<file path="src/rtl/hh_membrane_update.sv">
// Hodgkin-Huxley membrane-voltage integrator.
// Computes the Na, K and leak currents from the m/h/n gates and advances V by
// one forward-Euler step. One shared signed multiplier is stepped through the
// products by a one-state-per-cycle FSM; start/done handshake.
module hh_membrane_update #(
    parameter int G_NA     = 1920,  // mS/cm^2 x16
    parameter int G_K      = 576,   // mS/cm^2 x16
    parameter int G_L      = 5,     // mS/cm^2 x16
    parameter int E_NA     = 50,    // mV
    parameter int E_K      = -77,   // mV
    parameter int E_L      = -54,   // mV
    parameter int V_REST   = -65,   // mV
    parameter int V_MIN    = -100,  // mV
    parameter int V_MAX    = 60,    // mV
    parameter int DT_SHIFT = 4      // dt unit is 2^-DT_SHIFT ms
) (
    input  logic               clk,
    input  logic               reset,
    input  logic               start,
    input  logic [10:0]        m_in,
    input  logic [10:0]        h_in,
    input  logic [10:0]        n_in,
    input  logic signed [15:0] i_in,
    input  logic [7:0]         dt,
    output logic signed [15:0] v_out,
    output logic signed [15:0] v_mv,
    output logic               busy,
    output logic               done
);

    typedef enum logic [3:0] {
        IDLE, M2, M3, MH, GNA, INA, N2, N4, GK, IK, IL, SUM, UPD, DONE
    } state_t;

    // Reversal potentials and clamp limits in Q9.6 (1/64 mV), full datapath width.
    localparam logic signed [47:0] E_NA_Q  = 48'(E_NA * 64);
    localparam logic signed [47:0] E_K_Q   = 48'(E_K * 64);
    localparam logic signed [47:0] E_L_Q   = 48'(E_L * 64);
    localparam logic signed [47:0] V_MIN_Q = 48'(V_MIN * 64);
    localparam logic signed [47:0] V_MAX_Q = 48'(V_MAX * 64);
    localparam logic signed [15:0] V_RST_Q = 16'(V_REST * 64);

    localparam logic signed [23:0] G_NA_OP = 24'(G_NA);
    localparam logic signed [23:0] G_K_OP  = 24'(G_K);
    localparam logic signed [23:0] G_L_OP  = 24'(G_L);

    // Gates above 1.0 (1024) are treated as exactly 1.0.
    function automatic logic [10:0] sat_gate(input logic [10:0] g);
        return (g > 11'd1024) ? 11'd1024 : g;
    endfunction

    state_t state, state_next;

    // Operands captured at acceptance; the inputs are free to change afterwards.
    logic [10:0]        cap_m, cap_h, cap_n;
    logic signed [15:0] cap_i;
    logic [7:0]         cap_dt;
    logic signed [15:0] cap_v;

    // The gate chain (m2, m3, gm, gna, n2, gn, gk) and the total current never
    // exceed about 2.5e6 in magnitude, so 24 bits hold them exactly; the
    // per-ion currents keep the full 48-bit width.
    logic signed [23:0] chain;
    logic signed [47:0] ina, ik, il;
    logic signed [23:0] itot;

    logic signed [23:0] mul_a, mul_b;
    logic signed [47:0] product;
    logic signed [47:0] v_ext, i_ext, vn;
    logic signed [15:0] v_next;

    assign v_ext = 48'(cap_v);
    assign i_ext = 48'(cap_i);

    // Shared 24x24 signed multiplier; operands are sign-extended so the 48-bit
    // result is exact.
    assign product = 48'(mul_a) * 48'(mul_b);

    // Operand selection for the shared multiplier and the Euler update.
    always_comb begin
        // NOTE: every signal written here gets a default first so no path leaves it unassigned and no latch is inferred.
        mul_a  = '0;
        mul_b  = '0;
        unique case (state)
            M2:      begin mul_a = {13'd0, cap_m}; mul_b = {13'd0, cap_m}; end
            M3:      begin mul_a = chain;          mul_b = {13'd0, cap_m}; end
            MH:      begin mul_a = chain;          mul_b = {13'd0, cap_h}; end
            GNA:     begin mul_a = G_NA_OP;        mul_b = chain;          end
            INA:     begin mul_a = chain;          mul_b = 24'(v_ext - E_NA_Q); end
            N2:      begin mul_a = {13'd0, cap_n}; mul_b = {13'd0, cap_n}; end
            N4:      begin mul_a = chain;          mul_b = chain;          end
            GK:      begin mul_a = G_K_OP;         mul_b = chain;          end
            IK:      begin mul_a = chain;          mul_b = 24'(v_ext - E_K_Q); end
            IL:      begin mul_a = G_L_OP;         mul_b = 24'(v_ext - E_L_Q); end
            UPD:     begin mul_a = itot;           mul_b = {16'd0, cap_dt}; end
            default: begin mul_a = '0;             mul_b = '0;             end
        endcase

        // Clamp on the full-width result, then narrow to Q9.6.
        vn = v_ext + (product >>> DT_SHIFT);
        if (vn > V_MAX_Q)
            v_next = 16'(V_MAX_Q);
        else if (vn < V_MIN_Q)
            v_next = 16'(V_MIN_Q);
        else
            v_next = 16'(vn);
    end

    // State register.
    always_ff @(posedge clk or posedge reset) begin
        // NOTE: sequential state uses non-blocking assignments so every register samples pre-edge values.
        if (reset)
            state <= IDLE;
        else
            state <= state_next;
    end

    // Next-state sequencing and handshake outputs.
    always_comb begin
        state_next = state;
        busy       = (state != IDLE);
        done       = (state == DONE);
        unique case (state)
            IDLE:    if (start) state_next = M2;
            M2:      state_next = M3;
            M3:      state_next = MH;
            MH:      state_next = GNA;
            GNA:     state_next = INA;
            INA:     state_next = N2;
            N2:      state_next = N4;
            N4:      state_next = GK;
            GK:      state_next = IK;
            IK:      state_next = IL;
            IL:      state_next = SUM;
            SUM:     state_next = UPD;
            UPD:     state_next = DONE;
            DONE:    state_next = IDLE;
            default: state_next = IDLE;
        endcase
    end

    // Capture registers, intermediate results and the membrane potential.
    always_ff @(posedge clk or posedge reset) begin
        if (reset) begin
            cap_m  <= '0;
            cap_h  <= '0;
            cap_n  <= '0;
            cap_i  <= '0;
            cap_dt <= '0;
            cap_v  <= V_RST_Q;
            chain  <= '0;
            ina    <= '0;
            ik     <= '0;
            il     <= '0;
            itot   <= '0;
            v_out  <= V_RST_Q;
        end else begin
            unique case (state)
                IDLE: if (start) begin
                    cap_m  <= sat_gate(m_in);
                    cap_h  <= sat_gate(h_in);
                    cap_n  <= sat_gate(n_in);
                    cap_i  <= i_in;
                    cap_dt <= dt;
                    cap_v  <= v_out;
                end
                M2, M3, MH, N2, N4: chain <= 24'(product >>> 10);
                GNA, GK:            chain <= 24'(product);
                INA:                ina   <= product >>> 14;
                IK:                 ik    <= product >>> 14;
                IL:                 il    <= product >>> 4;
                SUM:                itot  <= 24'(i_ext - ina - ik - il);
                UPD:                v_out <= v_next;
                default:            ;
            endcase
        end
    end

    // Integer-mV view of V (floor).
    assign v_mv = v_out >>> 6;

endmodule

</file>
<file path="config.mk">
export PLATFORM = sky130hd
export DESIGN_NAME = hh_membrane_update
export DESIGN_NICKNAME = d
export VERILOG_FILES = /design/src/rtl/hh_membrane_update.sv
export SDC_FILE = /design/constraint.sdc
export NUM_CORES = 2
export LEC_CHECK = 0
export ABC_CLOCK_PERIOD_IN_PS = 31600
export CAP_MARGIN = 20
export CORE_ASPECT_RATIO = 2
export CORE_MARGIN = 2
export CORE_UTILIZATION = 35
export CTS_CLUSTER_SIZE = 40
export DETAILED_ROUTE_END_ITERATION = 10
export SETUP_SLACK_MARGIN = 0.3
export SYNTH_ARGS = -nofsm -noshare
export SYNTH_HDL_FRONTEND = slang
export SYNTH_SLANG_ARGS = --single-unit
</file>
<file path="constraint.sdc">
create_clock -name clk -period 31.6 [get_ports clk]
set_clock_uncertainty 0.15 [all_clocks]
set_input_delay 4.74 -clock clk [delete_from_list [all_inputs] [get_ports clk]]
set_output_delay 4.74 -clock clk [all_outputs]
set_load 0.05 [all_outputs]
</file>
# Word level (Yosys, flattened, before mapping)
# Cells that the tools add are included.
# Widths: inputs -> output; s select.
dict set report word_totals {
  regBits 213
  in_bits 60
  wordCells 59
  out_inout_bits 34
}
dict set report classes {
  mux 10
  addsub 7
  reduce_logical 9
  multipliers 1
  order_cmp 5
  eq_ne 14
}
# operator count
set op_table {}
lappend op_table {{$pmux 24 s8} 1}
lappend op_table {{$pmux 24 s7} 1}
lappend op_table {{$pmux 4 s13} 1}
lappend op_table {{$mul 24x24->48} 1}
lappend op_table {{$pmux 24 s2} 1}
lappend op_table {{$sub 24x24->24} 2}
lappend op_table {{$add 16x44->45} 1}
lappend op_table {{$gt 45x13->1 const B} 1}
lappend op_table {{$lt 45x14->1 const B} 1}
lappend op_table {{$sub 16x13->17 const B} 2}
lappend op_table {{$gt 11x11->1 const B} 3}
lappend op_table {{$mux 11} 3}
lappend op_table {{$mux 16} 2}
lappend op_table {{$eq 4x4->1 const B} 6}
lappend op_table {{$sub 16x24->24} 1}
lappend op_table {{$sub 16x14->17 const B} 1}
lappend op_table {{$eq 4x3->1 const B} 4}
lappend op_table {{$reduce_or 5->1} 2}
lappend op_table {{$eq 4x2->1 const B} 2}
lappend op_table {{$eq 4x1->1 const B} 1}
lappend op_table {{$logic_not 4->1} 1}
lappend op_table {{$mux 4} 1}
lappend op_table {{$reduce_bool 4->1} 1}
lappend op_table {{$reduce_or 2->1} 2}
lappend op_table {{4 further kinds} 4}

# Longest topological paths before layout
dict set report depth {
  word_depth 8
  ltp_mapped 52
  mapped_depth_nobuf 47
}

# Worst setup path before layout
# OpenSTA, ideal clock, no wires.
dict set report synth_path {
  path_kind {reg2reg}
  from {register state[3]}
  to {register v_out[8]}
  setup_ns 0.077
  t_required_ns 31.373
  n_path_buf 6
  path_stages_with_launch 44
  t_arrival_ns 11.307
  setup_slack_ns 20.065
  period_less_slack_ns 11.535
  path_cell_list {dfrtp_1 clkbuf_1 nor2b_1 o21ai_1 o21ai_0 clkbuf_1 buf_1 a22oi_1 nand3_1 clkbuf_1 nand2_1 fa_1 inv_1 fa_1 fa_1 ha_1 inv_1 fa_1 [... 8 more ...] a21o_1 a21o_1 xnor2_1 inv_1 ha_1 buf_2 a21oi_1 o21ai_1 a22o_1 or3_1 xnor2_1 or4_1 or4b_1 nor4_2 nand4_2 buf_6 o32a_1 o21a_1}
}
dict set report synth_via {
  elab_chain_len 8
  word_cells_on_any_way 22
  classes_between {add/sub: 1; mul: 1; order compare: 2; eq/ne: 11; mux: 4; reduce/logical: 3}
}
# item line
set synth_lines {}
lappend synth_lines {{from (decl)} 52} ;# state_t state, state_next;
lappend synth_lines {{from (signal assigned)} 115} ;# state <= state_next;
lappend synth_lines {{$eq 4x4->1 (tied with other cells)} 84} ;# unique case (state)
lappend synth_lines {{$reduce_or 5->1 (no source line) (tied with other cells)} -}
lappend synth_lines {{$pmux 24 s7 / $pmux 24 s8 (equally long branches)} 84}
lappend synth_lines {{$mul 24x24->48 (*)} 77} ;# assign product = 48'(mul_a) * 48'(mul_b);
lappend synth_lines {{via product[17]} 68} ;# logic signed [47:0] product;
lappend synth_lines {{$add 16x44->45 (*)} 100} ;# vn = v_ext + (product >>> DT_SHIFT);
lappend synth_lines {{$lt 45x14->1} 103} ;# else if (vn < V_MIN_Q)
lappend synth_lines {{$mux 16} 103}
lappend synth_lines {{$mux 16 (*)} 101} ;# if (vn > V_MAX_Q)
lappend synth_lines {{to (signal assigned)} 173} ;# UPD: v_out <= v_next;
lappend synth_lines {{to (decl)} 25} ;# output logic signed [15:0] v_out,
# Mark *: on every way through the listed nets, which the timed path passes. The rest lies on a longest branch.
# A chain may end at the register's enable or synchronous reset.

# Worst setup path after layout
dict set report layout_path {
  from {register state[3]}
  to {register v_out[10]}
}
# The elaborated chain is that of the path after synthesis.

==> results.sh <==
export IMPL_multi_input_area_sq_um=27100
export IMPL_regArea_sq_um=5350
export IMPL_dp_final_hpwl_microns=100000
export IMPL_n_antenna_cell=0
export IMPL_wl_microns=122000
export IMPL_yosysWarnings=0
export IMPL_drive_above_1_share_pct=5.34
export IMPL_yosysSeqAreaShare_pct=14.8
export IMPL_pre_cts_ws_ns=16.89
export IMPL_synth_edf_count=0
export IMPL_arrival_ns=15.13
export IMPL_synthTopCellsByCount="782 x inv_1, 661 x nand2_1, 654 x fa_1, 277 x nor2_1, 206 x ha_1"
export IMPL_cts_sinks=213
export IMPL_fin_tns_setup_ns=0
export IMPL_core_sq_um=102000
export IMPL_cts_tree="built"
export IMPL_hold_viol=0
export IMPL_grt_pass1_vias=32100
export IMPL_worstSetupStartpoint="state[3]"
export IMPL_initial_core_util_pct=35.3
export IMPL_synth_top_family_by_area="adder cells"
export IMPL_syn_area_sq_um=36200
export IMPL_status="complete, no violations"
export IMPL_synthToLayoutAreaGrowth_pct=9.30
export IMPL_cap_violations=0
export IMPL_drc=0
export IMPL_synthAdderAreaFrac_pct=43.3
export IMPL_cp_required_ns=31.93
export IMPL_path_common_cell="fa_1"
export IMPL_synth_top_cell_by_area="fa_1"
export IMPL_path_clk_slew_ns=0.07
export IMPL_synth_top_area_share_pct=36.2
export IMPL_cpMaxStageDelayCell="a22o_1"
export IMPL_synth_most_common_cell="inv_1"
export IMPL_synth_xor_area_share_pct=3.05
export IMPL_syn_area_per_cell_sq_um=8.74
export IMPL_fin_nets=5061
export IMPL_cp_slowest_stage_delay_ns=1.05
export IMPL_worstHoldStart="ik[22]"
export IMPL_num_vias=29300
export IMPL_gp_congestion=0.979
export IMPL_clock_latency_ns=0.55
export IMPL_post_cts_resized=0
export IMPL_postCtsHoldBufs=0
export IMPL_grt_overflow=0
export IMPL_drtIter0Drc=1679
export IMPL_die_h_microns=459
export IMPL_synthTopCellsByArea="fa_1 36%, dfrtp_1 13%, inv_1 8.1%"
export IMPL_io_pins=94
export IMPL_worstMarginPinSlew_ns=1.25
export IMPL_post_cts_setup_buffers=0
export IMPL_startpoint_type="flip-flop"
export IMPL_synth_compound_area_share_pct=11.8
export IMPL_drv_slew=0
export IMPL_port_buffers=93
export IMPL_antenna_left=0
export IMPL_post_route_period_util_pct=46.8
export IMPL_grt_use_total_pct=23.6
export IMPL_hp_class="reg2reg"
export IMPL_synth_top_flop_cell="dfrtp_1"
export IMPL_grt_pass1_wl_microns=189000
export IMPL_synthSimpleGateAreaFrac_pct=14.9
export IMPL_root_buffer="clkbuf_16"
export IMPL_grt_max_degree=78
export IMPL_clk_path_buf_depth=3
export IMPL_avgRoutedWirePerCell_microns=22.2
export IMPL_core_rowCount=166
export IMPL_numCtsBuffers=22
export IMPL_end_kind="flip-flop"
export IMPL_final_setup_viol_count=0
export IMPL_ys_types=82
export IMPL_dr_pass1_iters=6
export IMPL_synth_seq_cells=213
export IMPL_synth_area_mux_share_pct=1.72
export IMPL_rsz0062_at_grt="false"
export IMPL_syn_inst=4137
export IMPL_fin_ws_ns=16.80
export IMPL_ys_async_sr_fraction_pct=100
export IMPL_cts_htree_levels=1
export IMPL_vias_per_cell=5.32
export IMPL_antenna_found_initial=2
export IMPL_die_area_sq_um=106000
export IMPL_fp_dieW_microns=231
export IMPL_num_fill_cells=10400
export IMPL_path_class="reg2reg"
export IMPL_syn_num_nets=5057
export IMPL_critPathMaxFanout=41
export IMPL_rr_startpoint="state[3]"
export IMPL_clock_fmax_ghz=0.0676
export IMPL_slew_headroom_pct=15.7
export IMPL_min_period_ns=14.80
## layout make-up
cell class / instances / area share, %
clock inverter: 15 / 0.608
inverter: 782 / 7.44
clock buffer: 25 / 1.45
multi-input combinational: 2944 / 68.7
timing repair buffer: 178 / 4.04
tap: 1344 / 4.25
sequential: 213 / 13.5
## worst max-delay path: cells and delay by family, from the launching register on
family          cells  cell delay (ns)
flops               1             0.58
compound gates     10             3.12
buf+inv             7             0.80
simple gates       13             4.73
fa+ha+maj           9             4.42
xor+xnor            2             0.85
## sequential cells by signal, indices dropped and copies added, names as in the netlist
signal,cells
cap_h,11
cap_m,11
il,24
v_out,16
ina,24
chain,24
state,4
cap_v,16
ik,24
cap_i,16
cap_n,11
cap_dt,8
itot,24
## routing by layer
layer,global-route usage (%),up-vias,routed length (microns)
met4,18.7,2,12100
met5,0,-,8
li1,-,13000,-
met2,44.4,989,65400
met1,22.9,14800,39000
met3,2.53,483,5320
## path summary, 6_finish.rpt
kind	to	slack, ns	cells past startpoint
min in group asynchronous	cap_i[4]	4.47	2
max in group asynchronous	ik[18]	25.52	3
max	v_out[10]	16.80	41
min reg2reg	ik[22]	0.33	2
min	ik[22]	0.33	2
max reg2reg	v_out[10]	16.80	41
## logic make-up (layout without fill, tap and decap cells)
family / after synthesis / after routing
buffers and inverters: 980 / 1000
xor gates and xnor gates: 126 / 126
DFF: 213 / 213
and+or+nand+nor: 1241 / 1241
AOI/OAI and AO/OA: 661 / 661
muxes: 56 / 56
adders and majority gates: 860 / 860
## per-stage QoR
stage	cells	utilization [%]	instance area (sq um)	hold slack [ns]
2_1_floorplan	4137	-	36200	0.291
3_3_place_gp	5455	37.7	38600	0.311
3_5_place_dp	5456	37.7	38700	0.320
4_1_cts	5496	38.5	39500	0.334
5_1_grt	5501	38.6	39500	0.348
6_report	5501	38.6	39500	0.330
## cells in the final DEF (no fill, tap or decap), drive strengths merged, types with 11 or more instances in the layout
cell,netlist,final
fa,654,654
or3,14,14
and3,16,16
nor2b,25,25
mux2,50,50
dfstp,18,18
buf,39,84
dfrtp,195,195
a31oi,13,13
nor2,277,277
ha,206,206
nor3,37,37
inv,782,784
clkbuf,159,26
nand4,30,30
xnor2,75,75
o21a,19,19
o21bai,19,19
clkdlybuf4s50,0,93
and2,25,25
o31a,11,11
nand2,661,661
a21oi,142,142
a21o,57,57
o21ai,216,216
a22o,23,23
nor4,12,12
nand2b,58,58
nand3,54,54
xor2,51,51
a22oi,31,31
Power is not shown: default switching activity piles up to over one toggle a cycle in this logic, so the estimate is an artifact.
